### src/rtl/pipeline_hazard_ctrl_pkg.sv
`default_nettype none
// ============================================================================
// Module      : pipe_ctrl_pkg
// Description : Shared definitions for the pipeline hazard controller. It holds
//               the controller state encoding and the default widths of
//               register specifiers and performance counters.
// Ports       : none (package)
// Revision    : 1.0  initial release
// ============================================================================
package pipe_ctrl_pkg;

    // Default width of a register specifier (64 architectural registers).
    localparam int c_REG_ADDR_W = 6;

    // Default width of each saturating performance counter.
    localparam int c_CNT_W = 16;

    // Controller states. The encoding is explicit so that the state register
    // width is fixed and does not depend on the tool.
    typedef enum logic [1:0] {
        ST_RUN   = 2'd0,
        ST_STALL = 2'd1,
        ST_FLUSH = 2'd2
    } state_t;

endpackage : pipe_ctrl_pkg
`default_nettype wire

### src/rtl/pipeline_hazard_ctrl_if.sv
`default_nettype none
// ============================================================================
// Module      : pipeline_hazard_ctrl_if
// Description : Bundle between the pipeline datapath and the hazard
//               controller. The datapath side (master) supplies stage
//               information and the branch resolution, and it consumes the
//               load enables, squash requests and counter values. The
//               controller side (slave) does the reverse.
// Signals     : id_rs/id_rt/id_uses_rs/id_uses_rt : ID-stage sources
//               ex_regWrt/ex_rd, wb_regWrt/wb_rd   : in-flight producers
//               branchControl                      : taken branch in WB
//               ctr_clear                          : clear both counters
//               pc_write/ifid_write/idex_bubble    : stall controls
//               ifid_flush/idex_flush/exwb_flush   : squash controls
//               stall_cycles/flush_events          : performance counters
// Revision    : 1.0  initial release
// ============================================================================
interface pipeline_hazard_ctrl_if #(
    parameter int REG_ADDR_W = 6,
    parameter int CNT_W      = 16
);

    logic [REG_ADDR_W-1:0] id_rs;
    logic [REG_ADDR_W-1:0] id_rt;
    logic                  id_uses_rs;
    logic                  id_uses_rt;
    logic                  ex_regWrt;
    logic [REG_ADDR_W-1:0] ex_rd;
    logic                  wb_regWrt;
    logic [REG_ADDR_W-1:0] wb_rd;
    logic                  branchControl;
    logic                  ctr_clear;

    logic                  pc_write;
    logic                  ifid_write;
    logic                  idex_bubble;
    logic                  ifid_flush;
    logic                  idex_flush;
    logic                  exwb_flush;
    logic [CNT_W-1:0]      stall_cycles;
    logic [CNT_W-1:0]      flush_events;

    // Pipeline datapath side.
    modport master (
        output id_rs, id_rt, id_uses_rs, id_uses_rt,
        output ex_regWrt, ex_rd, wb_regWrt, wb_rd,
        output branchControl, ctr_clear,
        input  pc_write, ifid_write, idex_bubble,
        input  ifid_flush, idex_flush, exwb_flush,
        input  stall_cycles, flush_events
    );

    // Hazard controller side.
    modport slave (
        input  id_rs, id_rt, id_uses_rs, id_uses_rt,
        input  ex_regWrt, ex_rd, wb_regWrt, wb_rd,
        input  branchControl, ctr_clear,
        output pc_write, ifid_write, idex_bubble,
        output ifid_flush, idex_flush, exwb_flush,
        output stall_cycles, flush_events
    );

endinterface : pipeline_hazard_ctrl_if
`default_nettype wire

### src/rtl/pipeline_hazard_ctrl_sat_counter.sv
`default_nettype none
// ============================================================================
// Module      : sat_counter
// Description : Up-counter that sticks at all-ones instead of wrapping. A
//               clear takes priority over an increment in the same cycle.
// Ports       : clock  - rising-edge clock
//               reset  - synchronous active-high reset (count -> 0)
//               clear  - synchronous clear (count -> 0)
//               inc    - add one this cycle unless saturated
//               count  - current value
// Revision    : 1.0  initial release
// ============================================================================
module sat_counter #(
    parameter int WIDTH = 16
) (
    input  wire logic             clock,
    input  wire logic             reset,
    input  wire logic             clear,
    input  wire logic             inc,
    output logic      [WIDTH-1:0] count
);

    localparam logic [WIDTH-1:0] c_ONE = {{(WIDTH-1){1'b0}}, 1'b1};

    logic [WIDTH-1:0] r_count;
    logic             w_at_max;

    assign w_at_max = &r_count;

    always_ff @(posedge clock) begin
        if (reset) begin
            r_count <= '0;
        end else if (clear) begin
            r_count <= '0;
        end else if (inc && !w_at_max) begin
            r_count <= r_count + c_ONE;
        end
    end

    assign count = r_count;

endmodule : sat_counter
`default_nettype wire

### src/rtl/pipeline_hazard_ctrl.sv
`default_nettype none
// ============================================================================
// Module      : pipeline_hazard_ctrl
// Description : Stall/flush controller for the pipeline. It detects read-
//               after-write hazards between the ID instruction and producers
//               in EX or WB. On a hazard it freezes PC and IF/ID and injects a
//               bubble into ID/EX. A taken branch resolved in WB squashes
//               IF/ID, ID/EX and EX/WB. The module also counts stall cycles
//               and flush events.
// Ports       : clock - rising-edge clock
//               reset - synchronous active-high reset
//               hz    - controller side of pipeline_hazard_ctrl_if
// Revision    : 1.0  initial release
// ============================================================================
module pipeline_hazard_ctrl
    import pipe_ctrl_pkg::*;
#(
    parameter int REG_ADDR_W = c_REG_ADDR_W,
    parameter int CNT_W      = c_CNT_W
) (
    input  wire logic              clock,
    input  wire logic              reset,
    pipeline_hazard_ctrl_if.slave  hz
);

    state_t r_state;
    state_t w_next_state;

    logic w_rs_hit;
    logic w_rt_hit;
    logic w_hazard;

    logic w_pc_write;
    logic w_ifid_write;
    logic w_idex_bubble;
    logic w_flush;

    // ------------------------------------------------------------------------
    // Hazard detection. The register file is written on the edge that ends
    // WB, so a WB producer is still invisible to an ID read in the same cycle
    // and must be waited on. Register 0 is an ordinary register here.
    // ------------------------------------------------------------------------
    assign w_rs_hit = hz.id_uses_rs &&
                      ((hz.ex_regWrt && (hz.id_rs == hz.ex_rd)) ||
                       (hz.wb_regWrt && (hz.id_rs == hz.wb_rd)));

    assign w_rt_hit = hz.id_uses_rt &&
                      ((hz.ex_regWrt && (hz.id_rt == hz.ex_rd)) ||
                       (hz.wb_regWrt && (hz.id_rt == hz.wb_rd)));

    assign w_hazard = w_rs_hit || w_rt_hit;

    // ------------------------------------------------------------------------
    // State register.
    // ------------------------------------------------------------------------
    always_ff @(posedge clock) begin
        if (reset) begin
            r_state <= ST_RUN;
        end else begin
            r_state <= w_next_state;
        end
    end

    // ------------------------------------------------------------------------
    // Next state and outputs. The enables depend combinationally on the
    // current inputs so the pipeline reacts in the same cycle. Reset comes
    // first, then the branch squash, which overrides any stall.
    // ------------------------------------------------------------------------
    always_comb begin
        w_next_state  = r_state;
        w_pc_write    = 1'b1;
        w_ifid_write  = 1'b1;
        w_idex_bubble = 1'b0;
        w_flush       = 1'b0;

        if (reset) begin
            // Hold the front end and keep ID/EX empty while in reset.
            w_pc_write    = 1'b0;
            w_ifid_write  = 1'b0;
            w_idex_bubble = 1'b1;
            w_next_state  = ST_RUN;
        end else if (hz.branchControl) begin
            w_flush      = 1'b1;
            w_next_state = ST_FLUSH;
        end else begin
            case (r_state)
                ST_FLUSH: begin
                    // ID holds a squashed slot, so its specifiers are ignored.
                    w_next_state = ST_RUN;
                end
                ST_RUN, ST_STALL: begin
                    if (w_hazard) begin
                        w_pc_write    = 1'b0;
                        w_ifid_write  = 1'b0;
                        w_idex_bubble = 1'b1;
                        w_next_state  = ST_STALL;
                    end else begin
                        w_next_state  = ST_RUN;
                    end
                end
                default: begin
                    w_next_state = ST_RUN;
                end
            endcase
        end
    end

    assign hz.pc_write    = w_pc_write;
    assign hz.ifid_write  = w_ifid_write;
    assign hz.idex_bubble = w_idex_bubble;
    assign hz.ifid_flush  = w_flush;
    assign hz.idex_flush  = w_flush;
    assign hz.exwb_flush  = w_flush;

    // ------------------------------------------------------------------------
    // Performance counters.
    // ------------------------------------------------------------------------
    logic [CNT_W-1:0] w_stall_cycles;
    logic [CNT_W-1:0] w_flush_events;

    sat_counter #(
        .WIDTH (CNT_W)
    ) u_stall_ctr (
        .clock (clock),
        .reset (reset),
        .clear (hz.ctr_clear),
        .inc   (~w_pc_write),
        .count (w_stall_cycles)
    );

    sat_counter #(
        .WIDTH (CNT_W)
    ) u_flush_ctr (
        .clock (clock),
        .reset (reset),
        .clear (hz.ctr_clear),
        .inc   (hz.branchControl),
        .count (w_flush_events)
    );

    assign hz.stall_cycles = w_stall_cycles;
    assign hz.flush_events = w_flush_events;

endmodule : pipeline_hazard_ctrl
`default_nettype wire

### src/flat_wrapper.sv
// flat-port wrapper written by rule: the top's interface ports become plain ports
module pipeline_hazard_ctrl_flat import pipe_ctrl_pkg::*;
#(
    parameter int REG_ADDR_W = c_REG_ADDR_W,
    parameter int CNT_W      = c_CNT_W
)
  (clock, reset, hz_id_rs, hz_id_rt, hz_id_uses_rs, hz_id_uses_rt, hz_ex_regWrt, hz_ex_rd, hz_wb_regWrt, hz_wb_rd, hz_branchControl, hz_ctr_clear, hz_pc_write, hz_ifid_write, hz_idex_bubble, hz_ifid_flush, hz_idex_flush, hz_exwb_flush, hz_stall_cycles, hz_flush_events);
  pipeline_hazard_ctrl_if #(.REG_ADDR_W(REG_ADDR_W), .CNT_W(CNT_W)) hz_i ();
  input  wire logic clock;
  input  wire logic reset;
  input wire logic [$bits(hz_i.id_rs)-1:0] hz_id_rs;
  input wire logic [$bits(hz_i.id_rt)-1:0] hz_id_rt;
  input wire logic [$bits(hz_i.id_uses_rs)-1:0] hz_id_uses_rs;
  input wire logic [$bits(hz_i.id_uses_rt)-1:0] hz_id_uses_rt;
  input wire logic [$bits(hz_i.ex_regWrt)-1:0] hz_ex_regWrt;
  input wire logic [$bits(hz_i.ex_rd)-1:0] hz_ex_rd;
  input wire logic [$bits(hz_i.wb_regWrt)-1:0] hz_wb_regWrt;
  input wire logic [$bits(hz_i.wb_rd)-1:0] hz_wb_rd;
  input wire logic [$bits(hz_i.branchControl)-1:0] hz_branchControl;
  input wire logic [$bits(hz_i.ctr_clear)-1:0] hz_ctr_clear;
  output wire logic [$bits(hz_i.pc_write)-1:0] hz_pc_write;
  output wire logic [$bits(hz_i.ifid_write)-1:0] hz_ifid_write;
  output wire logic [$bits(hz_i.idex_bubble)-1:0] hz_idex_bubble;
  output wire logic [$bits(hz_i.ifid_flush)-1:0] hz_ifid_flush;
  output wire logic [$bits(hz_i.idex_flush)-1:0] hz_idex_flush;
  output wire logic [$bits(hz_i.exwb_flush)-1:0] hz_exwb_flush;
  output wire logic [$bits(hz_i.stall_cycles)-1:0] hz_stall_cycles;
  output wire logic [$bits(hz_i.flush_events)-1:0] hz_flush_events;
  assign hz_i.id_rs = hz_id_rs;
  assign hz_i.id_rt = hz_id_rt;
  assign hz_i.id_uses_rs = hz_id_uses_rs;
  assign hz_i.id_uses_rt = hz_id_uses_rt;
  assign hz_i.ex_regWrt = hz_ex_regWrt;
  assign hz_i.ex_rd = hz_ex_rd;
  assign hz_i.wb_regWrt = hz_wb_regWrt;
  assign hz_i.wb_rd = hz_wb_rd;
  assign hz_i.branchControl = hz_branchControl;
  assign hz_i.ctr_clear = hz_ctr_clear;
  assign hz_pc_write = hz_i.pc_write;
  assign hz_ifid_write = hz_i.ifid_write;
  assign hz_idex_bubble = hz_i.idex_bubble;
  assign hz_ifid_flush = hz_i.ifid_flush;
  assign hz_idex_flush = hz_i.idex_flush;
  assign hz_exwb_flush = hz_i.exwb_flush;
  assign hz_stall_cycles = hz_i.stall_cycles;
  assign hz_flush_events = hz_i.flush_events;
  pipeline_hazard_ctrl #(.REG_ADDR_W(REG_ADDR_W), .CNT_W(CNT_W)) u_core (.clock(clock), .reset(reset), .hz(hz_i));
endmodule
### config.mk
export PLATFORM = sky130hd
export DESIGN_NAME = pipeline_hazard_ctrl_flat
export DESIGN_NICKNAME = d
export VERILOG_FILES = /design/src/rtl/pipeline_hazard_ctrl_pkg.sv /design/src/rtl/pipeline_hazard_ctrl_if.sv /design/src/rtl/pipeline_hazard_ctrl_sat_counter.sv /design/src/rtl/pipeline_hazard_ctrl.sv /design/src/flat_wrapper.sv
export SDC_FILE = /design/constraint.sdc
export NUM_CORES = 1
export LEC_CHECK = 0
export ABC_AREA = 0
export BUFFER_PORTS_ARGS = -buffer_cell sky130_fd_sc_hd__buf_4
export CORE_MARGIN = 2
export CORE_UTILIZATION = 53
export CTS_CLUSTER_SIZE = 16
export DETAILED_ROUTE_END_ITERATION = 12
export PLACE_DENSITY = 0.91
export RECOVER_POWER = 25
export SLEW_MARGIN = 20
export SYNTH_ARGS = -nofsm -noshare
export SYNTH_HDL_FRONTEND = slang
export SYNTH_SLANG_ARGS = --single-unit
### constraint.sdc
create_clock -name clock -period 3.7 [get_ports clock]
set_input_delay 0.185 -clock clock [delete_from_list [all_inputs] [get_ports clock]]
set_output_delay 0.185 -clock clock [all_outputs]
set_load 0.01 [all_outputs]
* After elaboration in Yosys (flattened, before gate mapping) *
Cells that the tools add are included.

operators by class
  equal/unequal tests = 5
  reductions and logical operators = 19
  add/sub/neg operators = 2
  mux-type cells = 13
  bitwise gates (word level) = 2

operator list
  cell                   count
  $add 16x1->16 const B  2
  $reduce_and 16->1      2
  $eq 6x6->1             4
  $mux 1                 11
  $logic_and 1x1->1      8
  $mux 2                 2
  $reduce_or 2->1        2
  $logic_or 1x1->1       3
  $reduce_or 3->1        1
  $eq 2x1->1 const B     1
  $logic_not 1->1        2
  $logic_not 2->1        1
  $not 1->1              2

storage, ports and cells
  logic and storage cells = 45
  input port bits = 32
  register bits after elaboration = 34
  output and inout bits = 38

* Logic depth before layout (Yosys ltp) *
  depth after elaboration = 11
  gate-level depth with buffers = 9
  mapped depth without buffers = 7

* Hierarchy *
From an unflattened synthesis, not the netlist that was laid out.

second synthesis, totals
  cell total of the unflattened synthesis = 264
  area, all modules = 2,197.1 µm²

modules (own cells, without submodules)
  module                cells an instance  instances  area each (µm²)
  sat_counter           110                2          924.6
  pipeline_hazard_ctrl  44                 1          347.8

* Worst setup path after synthesis *
No wires, ideal clock.

  kind = register -> register
  start point = register u_core.u_stall_ctr.r_count[3], in the netlist u_core.u_stall_ctr.count[3]
  end point = register u_core.u_stall_ctr.r_count[3], in the netlist u_core.u_stall_ctr.count[3]
  period minus slack after synthesis = 1.780 ns
  path buffers = 2
  data arrival time = 1.709 ns
  setup slack = 1.920 ns
  cell stages (with the launch flop) = 9
  data required time = 3.630 ns
  cell sequence = dfxtp_1 -> and4_1 -> and4_4 -> nand3_4 -> nor2_4 -> buf_2 -> buf_4 -> o31ai_1 -> a21oi_1

on the way
  longest elaborated chain between the ends = 3

RTL lines
  element                                                                line                                    text
  start: declaration                                                     pipeline_hazard_ctrl_sat_counter.sv:25  logic [WIDTH-1:0] r_count;
  start signal: assignment                                               pipeline_hazard_ctrl_sat_counter.sv:36  r_count <= r_count + c_ONE;
  parallel branches: the longest is 3 deep, another holds $add 16x1->16  --

Several ways; the timed one is not identified.
A chain may end at the register's enable or synchronous reset.

* Worst setup path in the final report *
  start point = register u_core.u_stall_ctr.r_count[3], in the netlist u_core.u_stall_ctr.count[3]
  end point = register u_core.u_stall_ctr.r_count[8], in the netlist u_core.u_stall_ctr.count[8]

Same word-level chain as after synthesis.

==> impl_results.md <==
- Outcome: complete, no violations
- Crit end category: flop
- Ys Warns: 0
- Crit-path slowest cell: nor2_4
- Post-synthesis sequential area ratio: 33.93%
- Die width: 64.61 um
- Final clock skew: 0.003721 ns
- Later-pin clock latency in the skew report: 0.29 ns
- Synthesized area: 0.001947 mm^2
- Final Hold Fails: 0
- VDD IR-drop max: 238.5 uV
- Vias: 1917
- DR WL/cell: 14.30 um
- Total gr overflow: 0
- HPWL after DPL: 3567 um
- Drt drc: 0
- Reg2Reg Setup Slack: about 1.7 ns
- Std-Cell Rows: 22
- H-tree lvl count: 2
- CP max stage delay: around 0.44 ns
- RePlAce Congestion: between 0.8 and 0.9
- RSZ-0062 raised after global routing: no
- WP depth: 6
- Post-CTS Resized: 0
- Synth cell types: 42
- Synth Area in Compound Gates: about 14%
- Die area: around 0.0042 mm^2
- TritonCTS clock tree: built
- Crit path DAT: 2.11 ns
- Post CTS Setup Buffer Count: 0
- Initial antenna violation count: 0
- Dominant synthesized flop cell: dfxtp_1
- Number of synthesized flops with an enable pin: 0
- Design area: 0.002506 mm^2
- Final setup margin: 1.746 ns
- Post-DP Area: 0.002454 mm^2
- Core area: 0.003606 mm^2
- Clk buf depth: 2
- Dpl cells: between 300 and 400
- Clk root buf: clkbuf_8
- Crit share post-route: 52.80%
- CTS sink cnt: 33
- # diodes: 0
- First-pass GRT wire length: 8369 um
- CP bufs+invs: 0
- Uppermost layer routed: met4
- Vias/cell: 5.622
- Synth-to-Final Area Change: 28.73%
- Critical path class: flop to flop
- Syn_nets: 262
- Worst-path fanout max: 24
- Routed Antenna Nets: 0
- Vias in the first global route: about 1900
- Post-Place Worst Slack: 1.679 ns
- Largest net degree at the start of global routing: 31
- Drt pass-1 iters: 4
- Layout cells sized above 1: 23.21%
- MaxCap Viol Count: 0
- Iter 0 DRT Violations: 161
- Clock-pin slew on the worst setup and hold paths: 0.07 ns
- Commonest non-fill, non-tap cells in the layout: 52 x buf_4, 33 x dfxtp_1, 27 x xnor2_1
- Wl on met1: 2009 um
- Max-slew violation count: 0
- Met2 Wirelength: 2474 um
- I/O pin count: 70
- Hold buffers post-CTS: 0
- Crit path time final: a little under 2 ns
- WP data required: around 3.9 ns
- Crit path max-delay family: simple AND/OR/NAND/NOR gates
- DIE HEIGHT: 64.61 um
- Synth Area in Simple Gates: 28.28%
- Setup TNS Final: 0 ns
- Min-delay worst type: primary input to flop
- Final Setup Violations: 0
- Largest family of logic cells by synthesized area: simple AND/OR/NAND/NOR gates
- Hold Crit Depth: 2
- TritonCTS buffer count: 5
- Relative slew slack: roughly 65%
- Worst-Margin Slew: 0.5283 ns
- Crit path cell chain: and4_1, and4_4, nand3_4, nor2_4, nor4b_1, mux2i_1
- Leakage power: 0.0009073 uW
- Mean post-synth cell area: 8.539 um^2
- Synth async-reset ratio: 0%
- Most common cell after layout, fill and taps aside: buf_4
- XOR/XNOR Fraction of Synth Area: around 16%
- Achievable frequency: 511.9 MHz
- WL met3: approximately 240 um
- Post-synthesis mux area share: roughly 1.5%
- Finished Layout Cells: 341
- FF+latch count, synth: 33
- Gr usage total: 25.31%
- Initial Utilization: 53.99%
- Final wirelength: slightly below 5000 um
- Syn Inst Count: between 200 and 250
- Critical Path Start Type: flop
- PortBufs: 69
- Final net count: 326
- Cells on worst reg2reg path: 6
- Pwr Density: between 300 and 400 mW/mm^2
- Adder-cell share of the synthesized area: under 10%
## path summary, 6_finish.rpt
check,end,startpoint
min reg2reg,u_core.u_stall_ctr.count[6],u_core.u_stall_ctr.count[6]
min,u_core.r_state[1],reset
max,u_core.u_stall_ctr.count[8],u_core.u_stall_ctr.count[3]
max reg2reg,u_core.u_stall_ctr.count[8],u_core.u_stall_ctr.count[3]
## metal layers
metal  up-vias  track usage, %
met5         -               0
met4         0           10.37
met3        17           5.729
met2        60           46.09
met1       880           28.28
li1        960               -
## flip-flops by register name, summed over array words and instances (netlist names)
| signal | count |
|---|---|
| u_core.r_state | 1 |
| u_core.u_stall_ctr.count | 16 |
| u_core.u_flush_ctr.count | 16 |
## cells in the mapped netlist (all sizes together), types with 3 or more instances
library cell / n / share of area [%]
xnor2: 27 / 12
inv: 5 / 0.96
nand4: 9 / 2.9
or4: 7 / 2.7
clkbuf: 3 / 0.58
or3: 6 / 1.9
nand3: 20 / 5.8
and2: 4 / 1.3
a21oi: 12 / 3.1
and4: 4 / 1.9
nand2: 13 / 2.5
mux2i: 3 / 1.5
buf: 9 / 3.1
and3: 4 / 1.3
o21ai: 4 / 1.0
nor3: 5 / 1.3
nor2: 21 / 4.4
xor2: 9 / 4.0
dfxtp: 33 / 34
o31ai: 7 / 2.7
## per-stage QoR
step	total power, uW	hold WS, ns	util [%]
after floorplan	419.6	0.2574	-
after global placement	463.8	0.3987	68.04
after detailed placement	466.6	0.4093	68.04
after CTS	814.2	0.1054	71.27
after global routing	842.0	0.1159	69.50
final	807.4	0.1096	69.50
## final cells by class
class,instances,area (um^2)
sequential,33,660.6
multi-input combinational,178,1196
timing repair buffer,69,454.2
clock buffer,7,86.33
fill,299,1100
inverter,5,18.77
tap,48,60.06
clock inverter,1,30.03
## cells by family (layout without fill, tap and decap cells)
group                    count (synthesis)  after routing
AO/OA/AOI/OAI                           38             38
flip-flops                              33             33
XOR/XNOR                                36             36
buffers and inverters                   17             82
multiplexers                             3              3
AND/OR/NAND/NOR                         99             99
adder cells (fa/ha/maj)                  2              2
## power breakdown
group          switching [uW]  internal [uW]  total (uW)  leakage [uW]
sequential               2.13            357         359      0.000266
clock                     131            219         350     0.0000585
combinational            47.2           50.7        97.8      0.000583
(Power assumes the default switching activity.)
